===== src/rtl/instr_fetch.sv =====
// Instruction fetch unit: issues one word read, waits RD_CYCLES for memory, then holds the word
// until decode accepts it. Define FETCH_ALIGN_CHECK_EN to halt with a sticky err on misaligned redirects.
module instr_fetch #(
    parameter logic [31:0] RESET_PC  = 32'd0,
    parameter int unsigned RD_CYCLES = 2,
    parameter int unsigned MEM_SIZE  = 52
) (
    input  logic        clk,
    input  logic        rst_n,
    output logic [31:0] address,
    input  logic [31:0] instr_in,
    output logic [31:0] instr,
    output logic [31:0] pc,
    output logic        instr_valid,
    input  logic        instr_ready,
    input  logic        redirect_valid,
    input  logic [31:0] redirect_addr,
    output logic        halted,
    output logic        err
);

    typedef enum logic [1:0] {
        StIssue,
        StWait,
        StHold,
        StHalt
    } state_e;

    localparam logic [3:0] RdLoad = 4'(RD_CYCLES - 1);

    state_e      state_q, state_d;
    logic [31:0] addr_q, addr_d;
    logic [3:0]  cnt_q, cnt_d;
    logic [31:0] instr_q, instr_d;
    logic [31:0] pc_q, pc_d;
    logic        valid_q, valid_d;
    logic        halted_q, halted_d;
    logic        redir_bad;
    logic [31:0] redir_target;

    assign redir_target = redirect_addr & 32'hFFFF_FFFC;

`ifdef FETCH_ALIGN_CHECK_EN
    logic err_q, err_d;

    assign redir_bad = redirect_valid && (redirect_addr[1:0] != 2'b00);
    assign err_d     = err_q | redir_bad;

    always_ff @(posedge clk) begin
        if (!rst_n) begin
            err_q <= 1'b0;
        end else begin
            err_q <= err_d;
        end
    end

    assign err = err_q;
`else
    assign redir_bad = 1'b0;
    assign err       = 1'b0;
`endif

    always_comb begin
        state_d  = state_q;
        addr_d   = addr_q;
        cnt_d    = cnt_q;
        instr_d  = instr_q;
        pc_d     = pc_q;
        valid_d  = valid_q;
        halted_d = halted_q;

        unique case (state_q)
            StIssue: begin
                if (addr_q >= 32'(MEM_SIZE)) begin
                    state_d  = StHalt;
                    halted_d = 1'b1;
                end else begin
                    state_d = StWait;
                    cnt_d   = RdLoad;
                end
            end
            StWait: begin
                if (cnt_q == 4'd0) begin
                    instr_d = instr_in;
                    pc_d    = addr_q;
                    valid_d = 1'b1;
                    state_d = StHold;
                end else begin
                    cnt_d = cnt_q - 4'd1;
                end
            end
            StHold: begin
                if (valid_q && instr_ready) begin
                    valid_d = 1'b0;
                    addr_d  = addr_q + 32'd4;
                    state_d = StIssue;
                end
            end
            StHalt: begin
                state_d = StHalt;
            end
        endcase

        // Redirect overrides everything; an accept in the same cycle still consumes the word.
        if (redirect_valid) begin
            valid_d = 1'b0;
            if (redir_bad) begin
                state_d  = StHalt;
                halted_d = 1'b1;
            end else begin
                addr_d   = redir_target;
                state_d  = StIssue;
                halted_d = 1'b0;
            end
        end
    end

    always_ff @(posedge clk) begin
        if (!rst_n) begin
            state_q  <= StIssue;
            addr_q   <= RESET_PC;
            cnt_q    <= 4'd0;
            instr_q  <= 32'd0;
            pc_q     <= 32'd0;
            valid_q  <= 1'b0;
            halted_q <= 1'b0;
        end else begin
            state_q  <= state_d;
            addr_q   <= addr_d;
            cnt_q    <= cnt_d;
            instr_q  <= instr_d;
            pc_q     <= pc_d;
            valid_q  <= valid_d;
            halted_q <= halted_d;
        end
    end

    assign address     = addr_q;
    assign instr       = instr_q;
    assign pc          = pc_q;
    assign instr_valid = valid_q;
    assign halted      = halted_q;

endmodule

===== config.mk =====
export PLATFORM = sky130hd
export DESIGN_NAME = instr_fetch
export DESIGN_NICKNAME = d
export VERILOG_FILES = /design/src/rtl/instr_fetch.sv
export SDC_FILE = /design/constraint.sdc
export NUM_CORES = 1
export LEC_CHECK = 0
export CAP_MARGIN = 0
export CORE_AREA = 2 2 92 94
export DETAILED_ROUTE_END_ITERATION = 7
export DIE_AREA = 0 0 94 96
export DONT_BUFFER_PORTS = 1
export GPL_TIMING_DRIVEN = 0
export PLACE_DENSITY = 0.74
export SYNTH_ARGS = -nofsm -noshare
export SYNTH_HDL_FRONTEND = slang
export SYNTH_SLANG_ARGS = --single-unit

===== constraint.sdc =====
create_clock -name clk -period 1.7 [get_ports clk]
set_input_delay 0.17 -clock clk [delete_from_list [all_inputs] [get_ports clk]]
set_output_delay 0.17 -clock clk [all_outputs]
set_load 0.05 [all_outputs]

==> impl_metrics.toml, run 1 <==
[sta]
setup-violations-final = 19
hold_viol = 1
slew_viol_final = 0
fin_crit_ns = 1.86
slew_headroom_pct = 64.0
tns_ns = -1.73
grt_setup_unrepaired = "yes"
max_freq_mhz = 538
worst_slack_ns = -0.159
period_share_pct = 109
whs_ns = -0.000448
fin_worst_skew_ns = 0.00985
worst_pin_slew_ns = 0.539

[final_layout]
layout_commonest_cell = "nand2_1"
mostFrequentLayoutCells = "nand2_1, dfxtp_1, a21boi_0"
layout.nets = 705
drive_gt1_share_pct = 20.9
final_core_util_pct = 73.1
area_growth_pct = 30.8

[yosys]
synth_cell_types = 42
synth-seq-cells = 100
synth.area.top_cells = "dfxtp_1, nand2_1, a21boi_0, o21ai_0, xor2_1"
ys_seq_area_share_pct = 44.5
syn_inst = 545
yosysTopAreaCell = "dfxtp_1"
yosys_warnings = 0
netlist.area_leader.share_pct = 44.5
syn-mean-instance-area_um2 = 8.25
synthesis.area_mm2 = 0.00450

[hold_path]
hp-start = "redirect_addr[30]"
hold_class = "input port to flip-flop"

[power_and_ir_drop]
total_power_mw = 5.80
peakVddDrop_mv = 0.600
p_leak_nw = 2.16
power.density_mw_per_mm2 = 985

[clock_tree]
cts_root_buf = "clkbuf_8"
cts_tree = "yes"
cts_buffer_depth = 2
numCtsBuffers = 9
clkTransAtPathRegs_ns = 0.10
insertion_delay_ns = 0.37
htreeDepth = 3
cts.sinks = 100

[critical_path]
required_ns = 2.00
cp_max_fo = 5
cp-start-kind = "flip-flop"
critPathKind = "flip-flop to flip-flop"
startpoint = "address[15]$_SDFFE_PN0P_"
cp-end-kind = "flip-flop"
rr_startpoint = "address[15]$_SDFFE_PN0P_"
critPathArrivalTime_ns = 2.16

[route]
routedWlPerCell_um = 17.0
drtAntennaViolNets = 0
drc = 0
firstDrtPassIters = 4
routed_wl_um = 12600
dr_total_vias = 4085
viasPerCell = 5.53
initialDrtViolationCount = 149

[floorplan]
ios = 167
die-area_mm2 = 0.00902
coreArea_mm2 = 0.00805
die_h_um = 96
num_rows = 33
start_util_pct = 55.8
fp.dieW_um = 94

[placement]
io_buffers = 0
hpwl_um = 8660
pre_cts_slack_ns = -0.642
finalWeightedCongestion = 0.791

[grt]
antenna_found_initial = 0
overflow = 0
grt_pass1_vias = 3974
grt_usage_pct = 27.4
grt_pass1_wl_um = 19300
grt_max_degree = 18

[run_status]
status = "finished with violations"
violations = "hold timing, setup timing"

[run]
max_cap_violations = 0
-- synthesized netlist by cell type --
master	instances
nand2_1	145
dfxtp_1	100
a21boi_0	62
clkbuf_1	31
o21ai_0	29
a21oi_1	22
xor2_1	16
nand4_1	15
inv_1	14
nand3_1	11
xnor2_1	11
ha_1	9
and2_1	8
nor4_1	8
nand2b_1	6
nor2_1	6
buf_4	5
o211a_1	5
a31oi_1	4
and3_1	4
and4_1	4
nor3_1	4
buf_2	3
a31o_2	2
nor2b_1	2
o21bai_1	2
or3_1	2
a211oi_1	1
a21boi_1	1
a21o_1	1
a311oi_1	1
conb_1	1
mux2i_1	1
nand3_2	1
nand4_2	1
nor2_2	1
nor3b_1	1
nor4_4	1
o2111a_1	1
o21ai_1	1
o21ba_2	1
o31ai_1	1
-- cell families after synthesis --
kind of cell    after synthesis  synth area share, %
simple gates                220                 22.6
compound gates              134                 19.9
flops                       100                 44.5
buf+inv                      53                 4.93
xor+xnor                     27                 5.26
fa+ha+maj                     9                 2.50
other cells                   1               0.0834
mux                           1                0.223
-- repair_timing --
item                                    4_1_cts  5_1_grt
cloned                                        2        0
buffers inserted                             16        5
endpoints found under the hold margin        48        0
pin swaps                                    29       15
resized for setup                            78       47
endpoints found under the setup margin       96       92
hold buffers                                 48        0
-- flip-flops by register name (all words and copies together) (netlist names) --
signal / flops
address: 30
cnt_q: 4
halted: 1
instr: 32
instr_valid: 1
pc: 30
state_q: 2
-- metal layers --
layer | GRT usage [%] | up-vias | wire length, um | part of all wire [%]
met3 | 8.22 | 17 | 1050 | 8.4
met2 | 48.9 | 135 | 6440 | 51
met5 | 0 | - | 0 | 0
met4 | 9.54 | 0 | 208 | 1.7
li1 | - | 2005 | - | -
met1 | 31.2 | 1928 | 4890 | 39
-- stage by stage --
stage | instance area (um^2) | cells | hold slack [ns]
2_1_floorplan | 4580 | 549 | 0.315
3_3_place_gp | 4710 | 654 | 0.318
3_5_place_dp | 4710 | 654 | 0.327
4_1_cts | 5730 | 735 | 0.00329
5_1_grt | 5880 | 738 | 0.00573
6_report | 5880 | 739 | -0.000448
-- where the power goes --
| part | internal [mW] | switching [mW] |
|---|---|---|
| combinational | 0.515 | 0.586 |
| sequential | 2.52 | 0.708 |
| clock | 0.595 | 0.873 |
-- worst max-delay path, cell delays in order (launching register included) --
cell	delay [ns]
dfxtp_4	0.46
buf_8	0.13
nand4_1	0.15
nor4_4	0.40
buf_4	0.22
nand4_1	0.12
xor2_1	0.18
a21oi_1	0.14
-- final timing paths --
| kind | endpoint | slack, ns | depth (start not counted) |
|---|---|---|---|
| setup / recovery | address[21]$_SDFFE_PN0P_ | -0.16 | 7 |
| hold / removal | address[30]$_SDFFE_PN0P_ | -0.0004 | 2 |
| setup reg to reg | address[21]$_SDFFE_PN0P_ | -0.16 | 7 |
| hold reg to reg | cnt_q[0]$_SDFFE_PN0P_ | 0.52 | 2 |
-- final cells by class --
| class | count | area, um^2 |
|---|---|---|
| diodes | 1 | 2.50 |
| clock inverters | 5 | 45.0 |
| plain buffers | 38 | 278 |
| inverters | 14 | 57.6 |
| repair buffers | 69 | 653 |
| well taps | 105 | 131 |
| multi-input cells | 396 | 2490 |
| flip-flops and latches | 100 | 2080 |
| fillers | 621 | 2170 |
| clock buffers | 11 | 141 |
Note: power is estimated with default switching activity, not from simulation.
==> inputs of run 2 (changes only) <==
--- a/config.mk
+++ b/config.mk
@@ -6,12 +6,12 @@
 export NUM_CORES = 1
 export LEC_CHECK = 0
 export CAP_MARGIN = 0
-export CORE_AREA = 2 2 92 94
+export CORE_AREA = 2 2 88 90
 export DETAILED_ROUTE_END_ITERATION = 7
-export DIE_AREA = 0 0 94 96
+export DIE_AREA = 0 0 90 92
 export DONT_BUFFER_PORTS = 1
 export GPL_TIMING_DRIVEN = 0
-export PLACE_DENSITY = 0.74
+export PLACE_DENSITY = 0.77
 export SYNTH_ARGS = -nofsm -noshare
 export SYNTH_HDL_FRONTEND = slang
 export SYNTH_SLANG_ARGS = --single-unit
==> constraint.sdc (replaced) <==
create_clock -name clk -period 1.72 [get_ports clk]
set_input_delay 0.172 -clock clk [delete_from_list [all_inputs] [get_ports clk]]
set_output_delay 0.172 -clock clk [all_outputs]
set_load 0.05 [all_outputs]
==> run 2 against run 1 <==
Effect of this change:
- the flow still finishes with violations (hold timing, setup timing)
- critical path depth did not move
- routed wire length up 21%
- combinational power is 22% higher
- sequential share of layout area is 1.4 points lower
- critical path type unchanged
- largest cell class unchanged
==> impl_metrics.toml, run 2 (synthesis gave the netlist of run 1 again) <==
[sta]
tns_ns = -5.03
worst_pin_slew_ns = 0.585
setup-violations-final = 24
max_freq_mhz = 474
whs_ns = -0.00988
hold_viol = 1
worst_slack_ns = -0.389
slew_viol_final = 0
period_share_pct = 123
slew_headroom_pct = 61.0
fin_worst_skew_ns = 0.0146
grt_setup_unrepaired = "yes"
fin_crit_ns = 2.11

[route]
drc = 0
viasPerCell = 6.03
dr_total_vias = 4503
routed_wl_um = 15200
firstDrtPassIters = 5
routedWlPerCell_um = 20.4
initialDrtViolationCount = 355
drtAntennaViolNets = 0

[power_and_ir_drop]
power.density_mw_per_mm2 = 994
peakVddDrop_mv = 0.691
p_leak_nw = 2.28

[critical_path]
crit_chain = "buf_6 -> nand4_1 -> nor4_4 -> buf_4 -> nand4_1 -> xor2_2 -> a21oi_2"
crit_top_cell = "nand4_1"
startpoint = "address[9]$_SDFFE_PN0P_"
required_ns = 2.03
cp_max_fo = 6
cp_num_buf_inv = 2
cp-start-kind = "flip-flop"
slowest_delay_ns = 0.47
critPathArrivalTime_ns = 2.41
critPathKind = "flip-flop to flip-flop"
cp_top_family = "simple AND/OR/NAND/NOR gates"
rr_startpoint = "address[9]$_SDFFE_PN0P_"
cp-end-kind = "flip-flop"
crit_slowest_cell = "dfxtp_4"

[final_layout]
fin_cells = 747
largest_reg_flops = 32
multiInputGateArea_mm2 = 0.00263
n_fill_cell = 445
layout.nets = 717
design_area_mm2 = 0.00615
layout_commonest_cell = "nand2_1"
regArea_mm2 = 0.00209
mostFrequentLayoutCells = "nand2_1, dfxtp_1, dlygate4sd3_1"
diodes = 0
area_growth_pct = 36.9
drive_gt1_share_pct = 25.4

[placement]
io_buffers = 0
finalWeightedCongestion = 0.820
hpwl_um = 8510
placed_cell_area_mm2 = 0.00470
dp.cells = 651

[grt]
grt_pass1_vias = 4396
antenna_found_initial = 1
overflow = 0
grt_max_degree = 19
grt_usage_pct = 32.9
grt_pass1_wl_um = 21900

[hold_path]
hp-start = "redirect_addr[11]"
hold_class = "input port to flip-flop"

[floorplan]
coreArea_mm2 = 0.00745
start_util_pct = 60.4
num_rows = 32
ios = 167
fp.dieW_um = 90
die_h_um = 92
die-area_mm2 = 0.00828

[clock_tree]
cts_root_buf = "clkbuf_8"
cts.sinks = 100
numCtsBuffers = 9
cts_tree = "yes"
cts_buffer_depth = 2
insertion_delay_ns = 0.38
clkTransAtPathRegs_ns = 0.11
htreeDepth = 3

[run_status]
status = "finished with violations"
violations = "hold timing, setup timing"

[run]
max_cap_violations = 0
[run 2: cell types whose count changed in the layout (fill, tap and decap cells not counted), sizes merged]
cell         change
buf             +26
clkbuf          -12
dlygate4sd3      -3
inv              +3
clkinv           -2
and2             +1
clkinvlp         -1
diode            -1
[run 2: power by group]
part / total, mW / internal (mW) / leakage (nW) / switching [mW]
Combinational: 1.34 / 0.620 / 1.35 / 0.723
Clock: 1.56 / 0.643 / 0.105 / 0.916
Sequential: 3.21 / 2.49 / 0.833 / 0.722
[run 2: through the flow]
step | power (mW) | util [%] | setup slack (ns)
2_1_floorplan | 3.75 | - | -0.196
3_3_place_gp | 3.93 | 63.1 | -0.425
3_5_place_dp | 3.97 | 63.1 | -0.515
4_1_cts | 5.72 | 77.3 | -0.158
5_1_grt | 6.31 | 82.6 | -0.452
6_report | 6.11 | 82.6 | -0.389
[run 2: final timing paths]
path                         endpoint  slack (ns)  cells after the start
min          address[11]$_SDFFE_PN0P_       -0.01                      2
max          address[26]$_SDFFE_PN0P_       -0.39                      7
min reg2reg     cnt_q[0]$_SDFFE_PN0P_        0.54                      2
max reg2reg  address[26]$_SDFFE_PN0P_       -0.39                      7
[run 2: metal layers]
layer,global-route usage (%),wire [um],vias to the layer above
met3,8.46,1450,58
met1,36.9,5430,2152
met4,14.1,550,0
met2,59.0,7810,267
met5,0,0,-
li1,-,-,2026
[run 2: layout make-up]
type	count	share of cell area [%]
Inverter	14	0.935
Buffer	38	4.76
Multi-Input combinational cell	397	42.8
Timing Repair Buffer	80	12.2
Clock buffer	11	2.46
Tap cell	102	2.07
Clock inverter	5	0.793
Sequential cell	100	34.0
[run 2: what timing repair did]
action	4_1_cts	5_1_grt
hold buffers	45	0
pin swaps	35	32
buffers inserted	23	15
setup endpoints to repair	96	94
endpoints found under the hold margin	46	0
resized for setup	84	132
gates cloned	0	2
==> inputs of run 3 (changes only) <==
==> constraint.sdc (replaced) <==
create_clock -name clk -period 1.72 [get_ports clk]
set_input_delay 0.172 -clock clk [delete_from_list [all_inputs] [get_ports clk]]
set_output_delay 0.172 -clock clk [all_outputs]
set_load 0.1 [all_outputs]
==> run 3 against run 2 <==
Effect of this change:
- the run ends with setup timing left
- cell area fell by 2.6%
- via count fell by 4.5%
- power rose by 6.1%
- core utilization decreased by 2.2 points
- clock-buffer cell count down 1
- setup slack better by 0.065 ns
- clock skew fell by 0.0054 ns
- hold slack better by 0.013 ns
- critical path type unchanged
==> impl_metrics.toml, run 3 (synthesis gave the netlist of run 1 again) <==
[run_status]
status = "finished with violations"
violations = "setup timing"

[final_layout]
largest_reg_flops = 32
design_area_mm2 = 0.00599
mostFrequentLayoutCells = "nand2_1, dfxtp_1, a21boi_1, dlygate4sd3_1"
drive_gt1_share_pct = 24.9
diodes = 0
area_growth_pct = 33.3
layout.nets = 708
final_core_util_pct = 80.5
layout_commonest_cell = "nand2_1"
fin_cells = 737

[sta]
fin_crit_ns = 2.04
period_share_pct = 119
hold_viol = 0
whs_ns = 0.00356
tns_ns = -5.25
fin_worst_skew_ns = 0.00920
max_freq_mhz = 489
worst_pin_slew_ns = 1.01
slew_headroom_pct = 32.8
setup-violations-final = 31
slew_viol_final = 0
grt_setup_unrepaired = "yes"
worst_slack_ns = -0.324

[critical_path]
crit_slowest_cell = "dfxtp_4"
rrSetupSlack_ns = -0.32
cp-start-kind = "flip-flop"
rr_startpoint = "address[9]$_SDFFE_PN0P_"
cp_num_buf_inv = 2
rr_worst_depth = 7
crit_top_cell = "nand4_1"
critPathArrivalTime_ns = 2.33
r2r-end = "address[26]$_SDFFE_PN0P_"
cp-end-kind = "flip-flop"
critPathKind = "flip-flop to flip-flop"
worstSetupPathDepth = 7
crit_chain = "buf_6 -> nand4_1 -> nor4_4 -> buf_4 -> nand4_1 -> xor2_1 -> a21oi_1"
cp_max_fo = 5
startpoint = "address[9]$_SDFFE_PN0P_"
required_ns = 2.01
cp_top_family = "simple AND/OR/NAND/NOR gates"
crit_path_end = "address[26]$_SDFFE_PN0P_"
slowest_delay_ns = 0.55

[floorplan]
start_util_pct = 60.4
ios = 167
num_rows = 32
die_h_um = 92
die-area_mm2 = 0.00828
coreArea_mm2 = 0.00745
fp.dieW_um = 90

[power_and_ir_drop]
power.switching_mw = 2.74
clkPwrFrac_pct = 23.2
combPwrFrac_pct = 19.2
power.density_mw_per_mm2 = 1080
peakVddDrop_mv = 0.732
p_leak_nw = 2.24
internal_power_mw = 3.75
p_sw_share_pct = 42.2
seqPwrFrac_pct = 57.6

[grt]
grt_pass1_vias = 4061
antenna_found_initial = 0
overflow = 0
grt_max_degree = 17
grt_usage_pct = 30.6
grt_pass1_wl_um = 20300

[hold_path]
hold_depth = 2
hold_class = "input port to flip-flop"

[clock_tree]
insertion_delay_ns = 0.37
cts_tree = "yes"
cts_root_buf = "clkbuf_8"
cts_buffer_depth = 2
numCtsBuffers = 9
htreeDepth = 3
clkTransAtPathRegs_ns = 0.09
cts.sinks = 100

[route]
drtAntennaViolNets = 0
viasPerCell = 5.83
firstDrtPassIters = 5
routedWlPerCell_um = 18.3
drc = 0
dr_total_vias = 4300
initialDrtViolationCount = 346
routed_wl_um = 13500

[placement]
hpwl_um = 8520
placed_cell_area_mm2 = 0.00475
io_buffers = 0
finalWeightedCongestion = 0.850
dp.cells = 651

[run]
max_cap_violations = 0
run 3: changes by cell type in the layout (fill, tap and decap cells not counted), moves of 4 or more:
cell	delta
a21oi_2	-4
nand2_1	-6
dfxtp_2	-4
nand2_2	+4
buf_6	-14
dfxtp_4	+4
a21boi_2	+4
a21boi_0	-4
clkbuf_2	+5
a21oi_1	+4
dlygate4sd3_1	-6
run 3: what timing repair did:
action / CTS / global route
resized for setup: 46 / 120
hold endpoints to repair: 40 / 0
gates cloned: 2 / 4
pin swaps: 28 / 17
buffers inserted: 12 / 18
hold buffers: 39 / 0
endpoints found under the setup margin: 95 / 93
run 3: layout make-up:
| type | instances | area, um^2 |
|---|---|---|
| sequential | 100 | 2100 |
| clock buffer | 10 | 128 |
| clock inverter | 5 | 58.8 |
| buffer | 38 | 269 |
| fill | 483 | 1450 |
| tap | 102 | 128 |
| multi-input combinational | 397 | 2550 |
| timing repair buffer | 71 | 703 |
| inverter | 14 | 52.6 |
run 3: worst min-delay path by stage:
stage	from	to
CTS	redirect_addr[30]	address[30]$_SDFFE_PN0P_
global placement	instr_in[14]	instr[14]$_SDFFE_PN0P_
finish	redirect_addr[30]	address[30]$_SDFFE_PN0P_
detailed placement	instr_in[14]	instr[14]$_SDFFE_PN0P_
global route	redirect_addr[18]	address[18]$_SDFFE_PN0P_
floorplan	instr_in[17]	instr[17]$_SDFFE_PN0P_
run 3: stage by stage:
step                setup WS [ns]  power (mW)
floorplan                  -0.295        4.32
global placement           -0.490        4.50
detailed placement         -0.560        4.54
CTS                        -0.319        6.19
global route               -0.407        6.71
finish                     -0.324        6.48
run 3: metal layers:
| metal | vias up | GRT usage, % | wire [um] |
|---|---|---|---|
| met2 | 227 | 52.6 | 6730 |
| met4 | 0 | 12.4 | 316 |
| met3 | 28 | 8.30 | 1160 |
| met5 | - | 0 | 0 |
| met1 | 2024 | 36.5 | 5310 |
| li1 | 2021 | - | - |
run 3: power groups by stage:
stage	combinational (mW)	sequential [mW]	clock, mW
5_1_grt	1.36	3.76	1.59
3_5_place_dp	0.775	3.77	0
6_report	1.25	3.74	1.50
4_1_cts	0.967	3.72	1.50
2_1_floorplan	0.618	3.71	0
3_3_place_gp	0.735	3.76	0
run 3: worst reg2reg max path: stages (launching register included):
cell	delay, ns
dfxtp_4	0.55
buf_6	0.17
nand4_1	0.18
nor4_4	0.37
buf_4	0.20
nand4_1	0.11
xor2_1	0.20
a21oi_1	0.18
